**src/rtl/rs232_hex_format_pkg.sv**
```systemverilog
// Shared definitions for the RS232 hex formatter: ASCII constants, FSM encoding
// and the index-width helper.
package rs232_hex_format_pkg;

  localparam logic [7:0] ASCII_CR = 8'h0D;
  localparam logic [7:0] ASCII_LF = 8'h0A;
  localparam logic [7:0] ASCII_0  = 8'h30;
  localparam logic [7:0] ASCII_A  = 8'h41;

  typedef enum logic [1:0] {
    IDLE,
    HEX,
    CR,
    LF
  } fmt_state_t;

  // A single-nibble word still needs a one-bit index register.
  function automatic int index_width(input int nibbles);
    return (nibbles > 1) ? $clog2(nibbles) : 1;
  endfunction

endpackage

```
**src/rtl/hex_nibble_to_ascii.sv**
```systemverilog
// Combinational 4-bit to uppercase ASCII hex digit converter, shared with the
// dump/monitor blocks.
module hex_nibble_to_ascii
  import rs232_hex_format_pkg::*;
(
  input  logic [3:0] nibble,
  output logic [7:0] ascii
);

  always_comb begin
    ascii = ASCII_0 + {4'h0, nibble};
    if (nibble > 4'd9) begin
      ascii = ASCII_A + {4'h0, nibble - 4'd10};
    end
  end

endmodule

```
**src/rtl/rs232_hex_format.sv**
```systemverilog
// Formats binary words as uppercase ASCII hex (MS nibble first, optional CR LF)
// and streams the characters one byte at a time toward the RS232 transmitter.
module rs232_hex_format
  import rs232_hex_format_pkg::*;
#(
  parameter int WORD_WIDTH = 32,
  parameter bit NEWLINE    = 1'b1
) (
  input  logic                  clock,
  input  logic                  reset_n,
  input  logic [WORD_WIDTH-1:0] in_data,
  input  logic                  in_valid,
  output logic                  in_ready,
  output logic [7:0]            out_data,
  output logic                  out_valid,
  input  logic                  out_ready
);

  localparam int NIBBLES = WORD_WIDTH / 4;
  localparam int IDX_W   = index_width(NIBBLES);
  localparam logic [IDX_W-1:0] LAST_IDX = IDX_W'(NIBBLES - 1);

  fmt_state_t            state;
  logic [IDX_W-1:0]      index;
  logic [WORD_WIDTH-1:0] shift;
  logic [3:0]            nibble;
  logic [7:0]            digit;
  logic                  transfer;

  // On accept the top digit comes straight from in_data, so the shift register
  // only ever holds the digits that are still to be sent.
  assign nibble   = (state == IDLE) ? in_data[WORD_WIDTH-1 -: 4] : shift[WORD_WIDTH-1 -: 4];
  assign transfer = out_valid && out_ready;

  hex_nibble_to_ascii u_conv (
    .nibble (nibble),
    .ascii  (digit)
  );

  always_ff @(posedge clock) begin
    if (!reset_n) begin
      state     <= IDLE;
      index     <= '0;
      shift     <= '0;
      in_ready  <= 1'b0;
      out_valid <= 1'b0;
      out_data  <= 8'h00;
    end else begin
      case (state)
        IDLE: begin
          in_ready <= 1'b1;
          if (in_valid && in_ready) begin
            shift     <= in_data << 4;
            index     <= LAST_IDX;
            out_data  <= digit;
            out_valid <= 1'b1;
            in_ready  <= 1'b0;
            state     <= HEX;
          end
        end
        HEX: begin
          if (transfer) begin
            if (index != '0) begin
              index    <= index - 1'b1;
              out_data <= digit;
              shift    <= shift << 4;
            end else if (NEWLINE) begin
              out_data <= ASCII_CR;
              state    <= CR;
            end else begin
              out_valid <= 1'b0;
              in_ready  <= 1'b1;
              state     <= IDLE;
            end
          end
        end
        CR: begin
          if (transfer) begin
            out_data <= ASCII_LF;
            state    <= LF;
          end
        end
        LF: begin
          if (transfer) begin
            out_valid <= 1'b0;
            in_ready  <= 1'b1;
            state     <= IDLE;
          end
        end
        default: state <= IDLE;
      endcase
    end
  end

endmodule

```
**config.mk**
```make
export PLATFORM = sky130hd
export DESIGN_NAME = rs232_hex_format
export DESIGN_NICKNAME = d
export VERILOG_FILES = /design/src/rtl/rs232_hex_format_pkg.sv /design/src/rtl/hex_nibble_to_ascii.sv /design/src/rtl/rs232_hex_format.sv
export SDC_FILE = /design/constraint.sdc
export NUM_CORES = 1
export LEC_CHECK = 0
export BUFFER_PORTS_ARGS = -buffer_cell sky130_fd_sc_hd__buf_2
export CORE_ASPECT_RATIO = 0.9
export CORE_MARGIN = 4
export CORE_UTILIZATION = 45
export CTS_CLUSTER_DIAMETER = 60
export DETAILED_ROUTE_END_ITERATION = 7
export PLACE_DENSITY = 0.75
export SYNTH_ARGS = -nofsm -noshare
export SYNTH_HDL_FRONTEND = slang
export SYNTH_SLANG_ARGS = --single-unit
```
**constraint.sdc**
```tcl
create_clock -name clock -period 3.85 [get_ports clock]
set_input_delay 0.5775 -clock clock [delete_from_list [all_inputs] [get_ports clock]]
set_output_delay 0.5775 -clock clock [all_outputs]
set_load 0.02 [all_outputs]
```
======== After elaboration in Yosys (flattened, before gate mapping) ========
Index checks and enable logic that the tools add are counted.
cells by class
  add/sub/neg operators ................... 4
  magnitude comparators ................... 1
  equality and inequality tests ........... 9
  mux-type cells .......................... 27
  reduce and logical (&&, ||, !) cells .... 12
operator list
  operator                                               count
  two-way mux 32 bit                                     3
  case mux 32 bit (2 select lines)                       1
  two-way mux 8 bit                                      5
  case mux 8 bit (3 select lines)                        1
  two-way mux 2 bit                                      5
  inequality test 2 bit (second input constant)          5
  two-way mux 3 bit                                      3
  adder 7 x 4 -> 8 bit (first input constant)            1
  case mux 2 bit (4 select lines)                        1
  AND reduction 4 bit                                    2
  adder 6 x 4 -> 7 bit (first input constant)            1
  case mux 3 bit (2 select lines)                        1
  nonzero test 3 bit                                     2
  AND reduction 5 bit                                    1
  equality test 2 bit (second input constant)            2
  greater-than comparator 4 bit (second input constant)  1
  two-way mux 1 bit                                      4
  two-way mux 4 bit                                      1
  case mux 1 bit (2 select lines)                        2
  nonzero test 2 bit                                     2
  subtractor 4 bit (second input constant)               1
  AND reduction 3 bit                                    1
  subtractor 3 x 1 -> 3 bit (second input constant)      1
  equality test 2 x 1 -> 1 bit (second input constant)   1
  other kinds (4)                                        5
storage, ports and cells
  flip-flop bits (word level) ............. 47
  bits of input ports ..................... 36
  output and inout bits ................... 10
  word-level logic and storage cells ...... 59

======== Longest topological paths before layout ========
Gate-level depths: netlist of the first run.
  depth after elaboration ................. 8
  depth in mapped cells ................... 11
  mapped depth without buffers ............ 9

======== By module ========
Synthesis of the first run repeated with hierarchy kept, for this count alone.
unflattened totals
  cells, all modules ...................... 244
  area, all modules ....................... 2209.6 µm²
by module, submodules not included
  module               instances  cells an instance  area an instance (µm²)  sequential area each (µm²)
  rs232_hex_format     1          221                2040.7                  860.8
  hex_nibble_to_ascii  1          23                 168.9                   0.0

======== Least setup slack after synthesis of the first run ========
OpenSTA, ideal clock, no wires.
  path kind ............................... register to register
  start ................................... register state[0]
  end ..................................... register out_data[3]
  setup time .............................. 0.145 ns
  arrival ................................. 2.220 ns
  required time ........................... 3.705 ns
  path slack .............................. 1.485 ns
  cell stages (with the launch flop) ...... 12
  path buffers ............................ 2
  clock period less this slack ............ 2.365 ns
  cells stage by stage .................... dfxtp_1 > inv_1 > ha_1 > buf_6 > buf_2 > mux2i_1 > ha_1 > nor2b_1 > o22a_4 > a311o_1 > a22oi_1 > a21oi_1
between the ends
  word-level cells in the longest chain between the ends .. 8
  elaborated cells on any way between the ends .. 18
  those cells by class .................... add/sub: 3; order compare: 1; eq/ne: 5; mux: 6; reduce/logical: 3
RTL lines
  item                             RTL line                                        source
  start, declared                  rs232_hex_format.sv:23                          fmt_state_t state;
  start signal, assigned           rs232_hex_format.sv:42                          state <= IDLE;
  start signal, assigned           rs232_hex_format.sv:58                          state <= HEX;
  start signal, assigned           rs232_hex_format.sv:69                          state <= CR;
  logical NOT 2 bit                rs232_hex_format.sv:32, rs232_hex_format.sv:49
  two-way mux 4 bit                rs232_hex_format.sv:32                          assign nibble = (state == IDLE) ? in_data[WORD_WIDTH-1 -: 4] : shift[WORD_WIDTH-1 -: 4];
  subtractor 4 bit                 hex_nibble_to_ascii.sv:13                       ascii = ASCII_A + {4'h0, nibble - 4'd10};
  adder 7 x 4 -> 8 bit             hex_nibble_to_ascii.sv:13
  two-way mux 8 bit                hex_nibble_to_ascii.sv:12                       if (nibble > 4'd9) begin
  two-way mux 8 bit                rs232_hex_format.sv:63                          if (index != '0) begin
  two-way mux 8 bit                rs232_hex_format.sv:62                          if (transfer) begin
  case mux 8 bit (3 select lines)  rs232_hex_format.sv:49                          case (state)
  end signal, assigned             rs232_hex_format.sv:55                          out_data <= digit;
  end signal, assigned             rs232_hex_format.sv:65                          out_data <= digit;
  end, declared                    rs232_hex_format.sv:14                          output logic [7:0] out_data,
Several ways; a longest one is shown, not always the timed one. The select of a mux whose other input is x is not followed.
A chain may end at the register's enable or synchronous reset.

======== Worst setup path in the final report of the first run ========
Ends and elaborated chain as after synthesis.

==> impl_metrics.xml, run 1 <==
<?xml version="1.0" encoding="UTF-8"?>
<metrics>
  <group name="run_status">
    <metric name="status" unit="">completed</metric>
  </group>
  <group name="cts">
    <metric name="clock_tree.root_cell" unit="">clkbuf_8</metric>
    <metric name="cts.hold.buffers_added" unit="">0</metric>
    <metric name="cts.repair.resized" unit="">0</metric>
    <metric name="cts.clk_slew.worst_paths" unit="ns">0.08</metric>
    <metric name="cts_tree" unit="">yes</metric>
    <metric name="clk-insertion-delay-late" unit="ns">0.29</metric>
    <metric name="postCtsSetupBuffers" unit="">0</metric>
    <metric name="cts.htree.levels" unit="">2</metric>
    <metric name="cts.sink_count" unit="">42</metric>
    <metric name="numCtsBuffers" unit="">5</metric>
    <metric name="clk_path_buf_depth" unit="">2</metric>
  </group>
  <group name="cells_and_area">
    <metric name="finalNonFillerCells" unit="">338</metric>
    <metric name="antenna-diode-count" unit="">0</metric>
    <metric name="area_growth" unit="%">15.4</metric>
    <metric name="fill_cells" unit="">419</metric>
    <metric name="final_layout_size_suffix_gt1_share" unit="%">22.5</metric>
    <metric name="fin_nets" unit="">319</metric>
  </group>
  <group name="timing">
    <metric name="setup_ws" unit="ns">1.20</metric>
    <metric name="setup_viol_count_final" unit="">0</metric>
    <metric name="rsz0062_at_grt" unit="">no</metric>
    <metric name="fin_tns_setup" unit="ns">0</metric>
    <metric name="final_min_period_over_clock_period" unit="%">68.8</metric>
    <metric name="final.min_clock_period" unit="ns">2.65</metric>
    <metric name="achievable-frequency" unit="MHz">377</metric>
    <metric name="slew_violations" unit="">0</metric>
    <metric name="final_hold_viol_count" unit="">0</metric>
    <metric name="max_slew.worst_pin.slew" unit="ns">0.892</metric>
    <metric name="timing.slew.headroom" unit="%">40.5</metric>
    <metric name="fin_worst_hold_slack" unit="ns">0.466</metric>
    <metric name="final.setup_skew" unit="ns">0.00869</metric>
  </group>
  <group name="critical_path">
    <metric name="reg2reg_setup_slack" unit="ns">1.20</metric>
    <metric name="critical-path-top-delay-family" unit="">compound AO/OA/AOI/OAI gates</metric>
    <metric name="critical_path.most_common_cell" unit="">ha_1</metric>
    <metric name="beginning_of_the_critical_path" unit="">state[0]</metric>
    <metric name="wp_depth" unit="">10</metric>
    <metric name="path_cells" unit="">inv_1, ha_1, buf_4, mux2_2, ha_1, nor2b_1, o22a_4, a311o_1, a22oi_1, a21oi_1</metric>
    <metric name="critical_path.startpoint_type" unit="">register</metric>
    <metric name="crit_path_max_incr_delay" unit="ns">0.39</metric>
    <metric name="setup_cp_type" unit="">register to register</metric>
    <metric name="worst_path_slowest_cell" unit="">mux2_2</metric>
    <metric name="r2r_start" unit="">state[0]</metric>
    <metric name="worst-endpoint-required" unit="ns">4.00</metric>
    <metric name="critical_path.n_buffers_inverters" unit="">2</metric>
    <metric name="cp_max_fo" unit="">19</metric>
    <metric name="critPathCaptureType" unit="">register</metric>
    <metric name="worstRegToRegCells" unit="">10</metric>
    <metric name="crit_arrival" unit="ns">2.80</metric>
  </group>
  <group name="power">
    <metric name="power-per-cell-area" unit="nW/um^2">886</metric>
    <metric name="switchingPower" unit="uW">927</metric>
    <metric name="total_leakage_power" unit="uW">0.00104</metric>
    <metric name="worst_ir_drop_vdd" unit="mV">0.394</metric>
    <metric name="power.share.combinational" unit="%">51.2</metric>
    <metric name="clock_power_share" unit="%">15.3</metric>
    <metric name="power.switching_fraction" unit="%">41.7</metric>
    <metric name="power.share.sequential" unit="%">33.5</metric>
    <metric name="cellInternalPower" unit="uW">1300</metric>
  </group>
  <group name="grt">
    <metric name="number_of_global_route_vias_before_repair" unit="">1783</metric>
    <metric name="grt_remaining_overflow" unit="">0</metric>
    <metric name="largest_net_degree_at_the_start_of_global_routing" unit="">49</metric>
    <metric name="grt_antenna_before_repair" unit="">0</metric>
    <metric name="first_pass_grt_wire_length" unit="um">7950</metric>
    <metric name="gr-usage-all-layers" unit="%">16.7</metric>
  </group>
  <group name="floorplan">
    <metric name="core_region_area" unit="sq um">4580</metric>
    <metric name="boundaryPins" unit="">46</metric>
    <metric name="die_height" unit="um">74.0</metric>
    <metric name="initial_core_util" unit="%">47.6</metric>
    <metric name="die_w" unit="um">81.3</metric>
    <metric name="area_of_the_die" unit="sq um">6010</metric>
    <metric name="row_count" unit="">23</metric>
  </group>
  <group name="route">
    <metric name="first_pass_iters" unit="">4</metric>
    <metric name="route.detailed.wl_per_inst" unit="um">13.4</metric>
    <metric name="routed_wl" unit="um">4520</metric>
    <metric name="starting_drt_drc_count" unit="">95</metric>
    <metric name="drtAntennaViolNets" unit="">0</metric>
    <metric name="drcViolationCount" unit="">0</metric>
    <metric name="routed_via_density" unit="">5.32</metric>
    <metric name="detailroute.via_count" unit="">1797</metric>
  </group>
  <group name="synthesis">
    <metric name="post_synth_edffs" unit="">0</metric>
    <metric name="synth_ff_type" unit="">dfxtp_1</metric>
    <metric name="netlist_instances" unit="">239</metric>
    <metric name="ys_warn_count" unit="">0</metric>
    <metric name="synth.ff_latch_count" unit="">42</metric>
    <metric name="syn_area" unit="sq um">2180</metric>
    <metric name="synth.area.top_cells" unit="">dfxtp_1, mux2i_1, a211oi_1</metric>
    <metric name="synth.lib_cells_used.distinct" unit="">50</metric>
    <metric name="synthArstFlopShare" unit="%">0</metric>
    <metric name="synth_top_cell_by_area" unit="">dfxtp_1</metric>
    <metric name="synth_top_area_share" unit="%">38.6</metric>
    <metric name="ys_seq_area_share" unit="%">38.6</metric>
    <metric name="synth.avg_cell_area" unit="sq um">9.10</metric>
    <metric name="syn-num-nets" unit="">283</metric>
  </group>
  <group name="placed_design">
    <metric name="detailedPlace.worstSlack" unit="ns">1.25</metric>
    <metric name="placement.io_buffers" unit="">44</metric>
    <metric name="rd_place_congestion" unit="">0.896</metric>
    <metric name="post-place-cells" unit="">330</metric>
    <metric name="post-dp-hpwl" unit="um">3330</metric>
  </group>
  <group name="min_path">
    <metric name="holdPathStages" unit="">2</metric>
    <metric name="min_path_type" unit="">register to register</metric>
    <metric name="hp-start" unit="">out_data[5]</metric>
  </group>
  <group name="job">
    <metric name="max-cap-violations" unit="">0</metric>
  </group>
</metrics>
-- routing by layer --
metal  routed length, um  vias up  global-route usage [%]
met2                2090       36                    27.2
met4                  63        0                    5.25
met5                   0        -                       0
met1                2130      822                    21.7
li1                    -      933                       -
met3                 239        6                    4.48
-- layout make-up --
class	instances	area, sq um	area share (%)
well taps	62	77.6	3.09
inverters	8	30.0	1.20
clock buffers	6	72.6	2.89
clock inverters	2	37.5	1.50
multi-input cells	172	1220	48.5
flip-flops and latches	42	841	33.5
repair buffers	46	235	9.37
-- worst reg2reg max path, cell delays in order, from the launching register on --
cell     delay [ns]
dfxtp_1        0.36
inv_1          0.10
ha_1           0.15
buf_4          0.22
mux2_2         0.39
ha_1           0.24
nor2b_1        0.15
o22a_4         0.26
a311o_1        0.34
a22oi_1        0.21
a21oi_1        0.09
-- per-stage QoR --
step / util [%] / total power, uW / cell area, sq um
2_1_floorplan: - / 1690 / 2180
3_3_place_gp: 52.4 / 1870 / 2400
3_5_place_dp: 52.4 / 1890 / 2400
4_1_cts: 54.9 / 2240 / 2510
5_1_grt: 54.9 / 2430 / 2510
6_report: 54.9 / 2220 / 2510
-- flip-flops by register name (all words and copies together) (netlist names) --
register,flops
in_ready,1
index,3
out_data,7
out_valid,1
shift,28
state,2
-- layout by cell type, fill, tap and decap left out, drive strengths merged, types with 2 or more instances in the layout --
cell type  instances
and2               2
a22oi              7
inv                8
nand2b             3
a211oi            25
nand3              3
o211ai             2
clkbuf             6
ha                 8
nand2             15
a32o               2
o21ai              7
xor2               2
nor2              31
dfxtp             42
a21oi             10
mux2i             27
buf               46
nor2b              4
nor3               4
-- cell families (layout without fill, tap and decap cells) --
kind of cell             Yosys count  count (layout)  share of synthesized area (%)
multiplexers                      28              28                           12.9
other                              1               1                          0.172
AND/OR/NAND/NOR                   66              66                           14.7
flip-flops                        42              42                           38.6
adder cells (fa/ha/maj)            8               8                           4.60
XOR/XNOR                           3               3                           1.21
AO/OA/AOI/OAI                     66              66                           22.2
buffers and inverters             25              62                           5.58
-- Yosys cell counts (2+ instances only) --
library cell	count
mux2i_1	27
a32o_1	2
nor2b_1	4
ha_1	8
nor2_1	31
a21oi_1	9
clkbuf_1	3
nor3_1	3
o211ai_1	2
nand3_1	3
buf_2	8
clkbuf_2	2
a211oi_1	25
nand2_1	15
o21ai_0	6
nand2b_1	2
dfxtp_1	42
a22oi_1	7
xor2_1	2
buf_4	2
inv_1	7
-- power by group through the flow --
stage	clock (uW)	combinational (uW)	sequential [uW]
finish	341	1140	745
detailed placement	0	1140	756
CTS	348	1150	746
global route	370	1300	769
floorplan	0	918	774
global placement	0	1120	746
-- final timing paths --
check                                    to
worst min-delay path            out_data[5]
worst max-delay path            out_data[3]
worst min register to register  out_data[5]
worst max register to register  out_data[3]
No activity file was read; power rests on OpenSTA's default activity.
==> run 2: changes to the inputs <==
- clock period: 3.85 -> 2.6 ns (I/O delays scaled with it)
==> impl_metrics.xml, run 2 (synthesized netlist as in run 1, its figures left out) <==
<?xml version="1.0" encoding="UTF-8"?>
<metrics>
  <group name="cells_and_area">
    <metric name="final_core_utilization" unit="%">55.5</metric>
    <metric name="largest_register_ffs" unit="">28</metric>
    <metric name="finalNonFillerCells" unit="">342</metric>
    <metric name="layout_common_cells" unit="">buf_2, dfxtp_1, nor2_1</metric>
    <metric name="fin_nets" unit="">323</metric>
    <metric name="final_layout_size_suffix_gt1_share" unit="%">23.6</metric>
    <metric name="fill_cells" unit="">430</metric>
    <metric name="antenna-diode-count" unit="">0</metric>
    <metric name="registers.top_by_ff_count" unit="">shift</metric>
    <metric name="area_growth" unit="%">16.7</metric>
    <metric name="layout_top_registers" unit="">shift x28, out_data x7, index x3</metric>
    <metric name="finalInstanceArea" unit="sq um">2540</metric>
    <metric name="layout.cells.most_common" unit="">buf_2</metric>
  </group>
  <group name="route">
    <metric name="first_pass_iters" unit="">4</metric>
    <metric name="routed_via_density" unit="">5.42</metric>
    <metric name="drcViolationCount" unit="">0</metric>
    <metric name="routed_wl" unit="um">4750</metric>
    <metric name="detailroute.via_count" unit="">1852</metric>
    <metric name="drtAntennaViolNets" unit="">0</metric>
    <metric name="starting_drt_drc_count" unit="">129</metric>
    <metric name="route.detailed.wl_per_inst" unit="um">13.9</metric>
  </group>
  <group name="placed_design">
    <metric name="post-place-cells" unit="">334</metric>
    <metric name="post_dp_cell_area" unit="sq um">2430</metric>
    <metric name="rd_place_congestion" unit="">0.923</metric>
    <metric name="post-dp-hpwl" unit="um">3470</metric>
    <metric name="placement.io_buffers" unit="">44</metric>
  </group>
  <group name="power">
    <metric name="power-per-cell-area" unit="nW/um^2">1320</metric>
    <metric name="worst_ir_drop_vdd" unit="mV">0.606</metric>
    <metric name="total_leakage_power" unit="uW">0.00106</metric>
  </group>
  <group name="timing">
    <metric name="setup_viol_count_final" unit="">0</metric>
    <metric name="max_slew.worst_pin.slew" unit="ns">0.580</metric>
    <metric name="slew_violations" unit="">0</metric>
    <metric name="final.min_clock_period" unit="ns">2.44</metric>
    <metric name="rsz0062_at_grt" unit="">no</metric>
    <metric name="fin_tns_setup" unit="ns">0</metric>
    <metric name="timing.slew.headroom" unit="%">61.3</metric>
    <metric name="final.setup_skew" unit="ns">0.00712</metric>
    <metric name="achievable-frequency" unit="MHz">410</metric>
    <metric name="fin_worst_hold_slack" unit="ns">0.330</metric>
    <metric name="final_min_period_over_clock_period" unit="%">93.8</metric>
    <metric name="final_hold_viol_count" unit="">0</metric>
  </group>
  <group name="grt">
    <metric name="grt_antenna_before_repair" unit="">0</metric>
    <metric name="first_pass_grt_wire_length" unit="um">7860</metric>
    <metric name="grt_remaining_overflow" unit="">0</metric>
    <metric name="largest_net_degree_at_the_start_of_global_routing" unit="">49</metric>
    <metric name="gr-usage-all-layers" unit="%">17.1</metric>
    <metric name="number_of_global_route_vias_before_repair" unit="">1728</metric>
  </group>
  <group name="cts">
    <metric name="cts.htree.levels" unit="">2</metric>
    <metric name="clock_tree.root_cell" unit="">clkbuf_8</metric>
    <metric name="clk-insertion-delay-late" unit="ns">0.30</metric>
    <metric name="cts.repair.resized" unit="">0</metric>
    <metric name="postCtsSetupBuffers" unit="">0</metric>
    <metric name="clk_path_buf_depth" unit="">2</metric>
    <metric name="cts.sink_count" unit="">42</metric>
    <metric name="cts.hold.buffers_added" unit="">0</metric>
    <metric name="numCtsBuffers" unit="">5</metric>
    <metric name="cts_tree" unit="">yes</metric>
    <metric name="cts.clk_slew.worst_paths" unit="ns">0.08</metric>
  </group>
  <group name="critical_path">
    <metric name="worst-endpoint-required" unit="ns">2.85</metric>
    <metric name="critPathCaptureType" unit="">register</metric>
    <metric name="setup_cp_type" unit="">register to register</metric>
    <metric name="cp_max_fo" unit="">9</metric>
    <metric name="critical_path.startpoint_type" unit="">register</metric>
    <metric name="crit_arrival" unit="ns">2.68</metric>
  </group>
  <group name="floorplan">
    <metric name="row_count" unit="">23</metric>
    <metric name="die_height" unit="um">74.0</metric>
    <metric name="core_region_area" unit="sq um">4580</metric>
    <metric name="boundaryPins" unit="">46</metric>
    <metric name="die_w" unit="um">81.3</metric>
    <metric name="area_of_the_die" unit="sq um">6010</metric>
    <metric name="initial_core_util" unit="%">47.6</metric>
  </group>
  <group name="job">
    <metric name="max-cap-violations" unit="">0</metric>
  </group>
  <group name="min_path">
    <metric name="min_path_type" unit="">input port to register</metric>
  </group>
  <group name="run_status">
    <metric name="status" unit="">completed</metric>
  </group>
</metrics>
[run 2: power by group]
part           switching, uW  internal (uW)  total (uW)
combinational           1000            739        1740
sequential               179            924        1100
clock                    226            286         512
[run 2: final cells by class]
cell class | count | area (sq um) | share of cell area [%]
clock inverters | 2 | 37.5 | 1.48
repair buffers | 50 | 265 | 10.4
clock buffers | 6 | 72.6 | 2.86
inverters | 8 | 30.0 | 1.18
flip-flops and latches | 42 | 841 | 33.1
multi-input cells | 172 | 1220 | 47.9
well taps | 62 | 77.6 | 3.05
[run 2: worst max-delay path: stages, from the launching register on]
cell	delay, ns
dfxtp_1	0.41
inv_1	0.09
ha_1	0.23
buf_4	0.18
mux2i_1	0.15
ha_1	0.23
nor2b_1	0.14
o22a_4	0.26
a311o_1	0.34
o21ai_0	0.21
a32o_1	0.15
[run 2: final timing paths]
check	from	end	slack (ns)	cells past startpoint
worst max-delay path	state[0]	out_data[2]	0.16	10
worst min-delay path	in_data[0]	shift[4]	0.33	3
worst max register to register	state[0]	out_data[2]	0.16	10
worst min register to register	out_data[4]	out_data[4]	0.45	2
[run 2: metrics by stage]
stage          power [uW]  setup WS (ns)
6_report             3360          0.161
5_1_grt              3650         0.0117
4_1_cts              3370          0.156
3_5_place_dp         2850          0.179
3_3_place_gp         2810          0.275
2_1_floorplan        2500          0.235
[run 2: layer usage]
metal	wire length, um	vias to the layer above	GRT usage, %
met5	0	-	0
li1	-	940	-
met3	328	4	5.81
met1	2210	849	22.0
met2	2150	59	26.3
met4	57	0	7.32
==> run 3: changes to the inputs <==
- RECOVER_POWER: not set -> 25
- SKIP_LAST_GASP: not set -> 1
==> impl_metrics.xml, run 3 (synthesized netlist as in run 1, its figures left out) <==
<?xml version="1.0" encoding="UTF-8"?>
<metrics>
  <group name="run_status">
    <metric name="status" unit="">completed</metric>
  </group>
  <group name="critical_path">
    <metric name="worst_r2r_endpoint" unit="">out_data[2]</metric>
    <metric name="path_cells" unit="">inv_1, ha_1, buf_4, mux2i_1, ha_1, nor2b_1, o22a_4, a311o_1, o21ai_0, a32o_1</metric>
    <metric name="setup_cp_type" unit="">register to register</metric>
    <metric name="critical_path.n_buffers_inverters" unit="">2</metric>
    <metric name="critical_path.startpoint_type" unit="">register</metric>
    <metric name="critical_path.most_common_cell" unit="">ha_1</metric>
    <metric name="critPathCaptureType" unit="">register</metric>
    <metric name="critical-path-top-delay-family" unit="">compound AO/OA/AOI/OAI gates</metric>
    <metric name="cp_max_fo" unit="">9</metric>
    <metric name="reg2reg_setup_slack" unit="ns">0.16</metric>
    <metric name="worst_path_slowest_cell" unit="">dfxtp_1</metric>
    <metric name="crit_path_max_incr_delay" unit="ns">0.41</metric>
    <metric name="worst-endpoint-required" unit="ns">2.84</metric>
    <metric name="crit_arrival" unit="ns">2.69</metric>
    <metric name="worstRegToRegCells" unit="">10</metric>
    <metric name="r2r_start" unit="">state[0]</metric>
  </group>
  <group name="timing">
    <metric name="setup_viol_count_final" unit="">0</metric>
    <metric name="rsz0062_at_grt" unit="">no</metric>
    <metric name="final_min_period_over_clock_period" unit="%">94.0</metric>
    <metric name="fin_tns_setup" unit="ns">0</metric>
    <metric name="fin_worst_hold_slack" unit="ns">0.330</metric>
    <metric name="achievable-frequency" unit="MHz">409</metric>
    <metric name="final.min_clock_period" unit="ns">2.44</metric>
    <metric name="setup_ws" unit="ns">0.155</metric>
    <metric name="final.setup_skew" unit="ns">0.00713</metric>
    <metric name="slew_violations" unit="">0</metric>
    <metric name="final_hold_viol_count" unit="">0</metric>
    <metric name="max_slew.worst_pin.slew" unit="ns">0.576</metric>
    <metric name="timing.slew.headroom" unit="%">61.5</metric>
  </group>
  <group name="cells_and_area">
    <metric name="largest_register_ffs" unit="">28</metric>
    <metric name="fill_cells" unit="">438</metric>
    <metric name="layout_top_registers" unit="">shift x28, out_data x7, index x3</metric>
    <metric name="layout.cells.most_common" unit="">dfxtp_1</metric>
    <metric name="layout_common_cells" unit="">dfxtp_1, buf_2, nor2_1</metric>
    <metric name="registers.top_by_ff_count" unit="">shift</metric>
    <metric name="area_growth" unit="%">16.2</metric>
    <metric name="final_layout_size_suffix_gt1_share" unit="%">20.4</metric>
    <metric name="antenna-diode-count" unit="">0</metric>
    <metric name="fin_nets" unit="">323</metric>
  </group>
  <group name="route">
    <metric name="routed_via_density" unit="">5.42</metric>
    <metric name="drtAntennaViolNets" unit="">0</metric>
    <metric name="route.detailed.wl_per_inst" unit="um">13.9</metric>
    <metric name="first_pass_iters" unit="">4</metric>
    <metric name="routed_wl" unit="um">4740</metric>
    <metric name="detailroute.via_count" unit="">1853</metric>
    <metric name="drcViolationCount" unit="">0</metric>
    <metric name="starting_drt_drc_count" unit="">141</metric>
  </group>
  <group name="min_path">
    <metric name="holdPathStages" unit="">3</metric>
    <metric name="timing.hold.worst_endpoint" unit="">shift[4]</metric>
    <metric name="min_path_type" unit="">input port to register</metric>
    <metric name="hp-start" unit="">in_data[0]</metric>
  </group>
  <group name="floorplan">
    <metric name="row_count" unit="">23</metric>
    <metric name="core_region_area" unit="sq um">4580</metric>
    <metric name="area_of_the_die" unit="sq um">6010</metric>
    <metric name="boundaryPins" unit="">46</metric>
    <metric name="initial_core_util" unit="%">47.6</metric>
    <metric name="die_w" unit="um">81.3</metric>
    <metric name="die_height" unit="um">74.0</metric>
  </group>
  <group name="grt">
    <metric name="grt_antenna_before_repair" unit="">0</metric>
    <metric name="number_of_global_route_vias_before_repair" unit="">1728</metric>
    <metric name="grt_remaining_overflow" unit="">0</metric>
    <metric name="first_pass_grt_wire_length" unit="um">7860</metric>
    <metric name="gr-usage-all-layers" unit="%">17.1</metric>
    <metric name="largest_net_degree_at_the_start_of_global_routing" unit="">49</metric>
  </group>
  <group name="placed_design">
    <metric name="detailedPlace.worstSlack" unit="ns">0.179</metric>
    <metric name="placement.io_buffers" unit="">44</metric>
    <metric name="rd_place_congestion" unit="">0.923</metric>
    <metric name="post-dp-hpwl" unit="um">3470</metric>
  </group>
  <group name="cts">
    <metric name="clock_tree.root_cell" unit="">clkbuf_8</metric>
    <metric name="numCtsBuffers" unit="">5</metric>
    <metric name="cts.htree.levels" unit="">2</metric>
    <metric name="cts.hold.buffers_added" unit="">0</metric>
    <metric name="clk-insertion-delay-late" unit="ns">0.30</metric>
    <metric name="clk_path_buf_depth" unit="">2</metric>
    <metric name="postCtsSetupBuffers" unit="">0</metric>
    <metric name="cts.repair.resized" unit="">0</metric>
    <metric name="cts.sink_count" unit="">42</metric>
    <metric name="cts.clk_slew.worst_paths" unit="ns">0.08</metric>
    <metric name="cts_tree" unit="">yes</metric>
  </group>
  <group name="power">
    <metric name="total_leakage_power" unit="uW">0.00102</metric>
    <metric name="worst_ir_drop_vdd" unit="mV">0.606</metric>
    <metric name="power-per-cell-area" unit="nW/um^2">1320</metric>
  </group>
  <group name="job">
    <metric name="max-cap-violations" unit="">0</metric>
  </group>
</metrics>
## run 3: area by class of cell
type | instances | area (sq um) | share of cell area, %
timing repair buffer | 50 | 254 | 10.0
multi-input combinational | 172 | 1220 | 48.1
sequential | 42 | 841 | 33.3
inverter | 8 | 30.0 | 1.19
clock buffer | 6 | 72.6 | 2.87
tap | 62 | 77.6 | 3.07
clock inverter | 2 | 37.5 | 1.48
## run 3: worst max path at each step
stage	slack, ns	cells past startpoint	startpoint	end
CTS	0.16	10	state[0]	out_data[2]
detailed placement	0.18	10	state[0]	out_data[2]
floorplan	0.23	11	state[0]	out_data[3]
finish	0.16	10	state[0]	out_data[2]
global placement	0.28	9	state[0]	out_data[3]
global route	0.01	10	state[0]	out_data[3]
## run 3: metrics by stage
step	power (uW)	std cells	area [sq um]	util (%)
finish	3340	342	2530	55.3
global route	3630	342	2530	55.3
CTS	3370	342	2540	55.5
detailed placement	2850	334	2430	53.1
global placement	2810	334	2430	53.1
floorplan	2500	239	2180	-
## run 3: worst reg2reg max path, stage by stage, from the launching register on
cell and delay, ns:
dfxtp_1 0.41, inv_1 0.09, ha_1 0.23, buf_4 0.18
mux2i_1 0.15, ha_1 0.23, nor2b_1 0.15, o22a_4 0.26
a311o_1 0.34, o21ai_0 0.21, a32o_1 0.15
## run 3: power breakdown
part | total, uW | switching [uW] | internal [uW]
Clock | 511 | 224 | 286
Sequential | 1110 | 181 | 925
Combinational | 1730 | 1000 | 723
## run 3: routing by layer
| layer | global-route usage, % | up-vias | wire (um) |
|---|---|---|---|
| li1 | - | 941 | - |
| met1 | 22.0 | 857 | 2230 |
| met2 | 26.3 | 51 | 2150 |
| met3 | 5.81 | 4 | 313 |
| met4 | 7.32 | 0 | 57 |
| met5 | 0 | - | 0 |
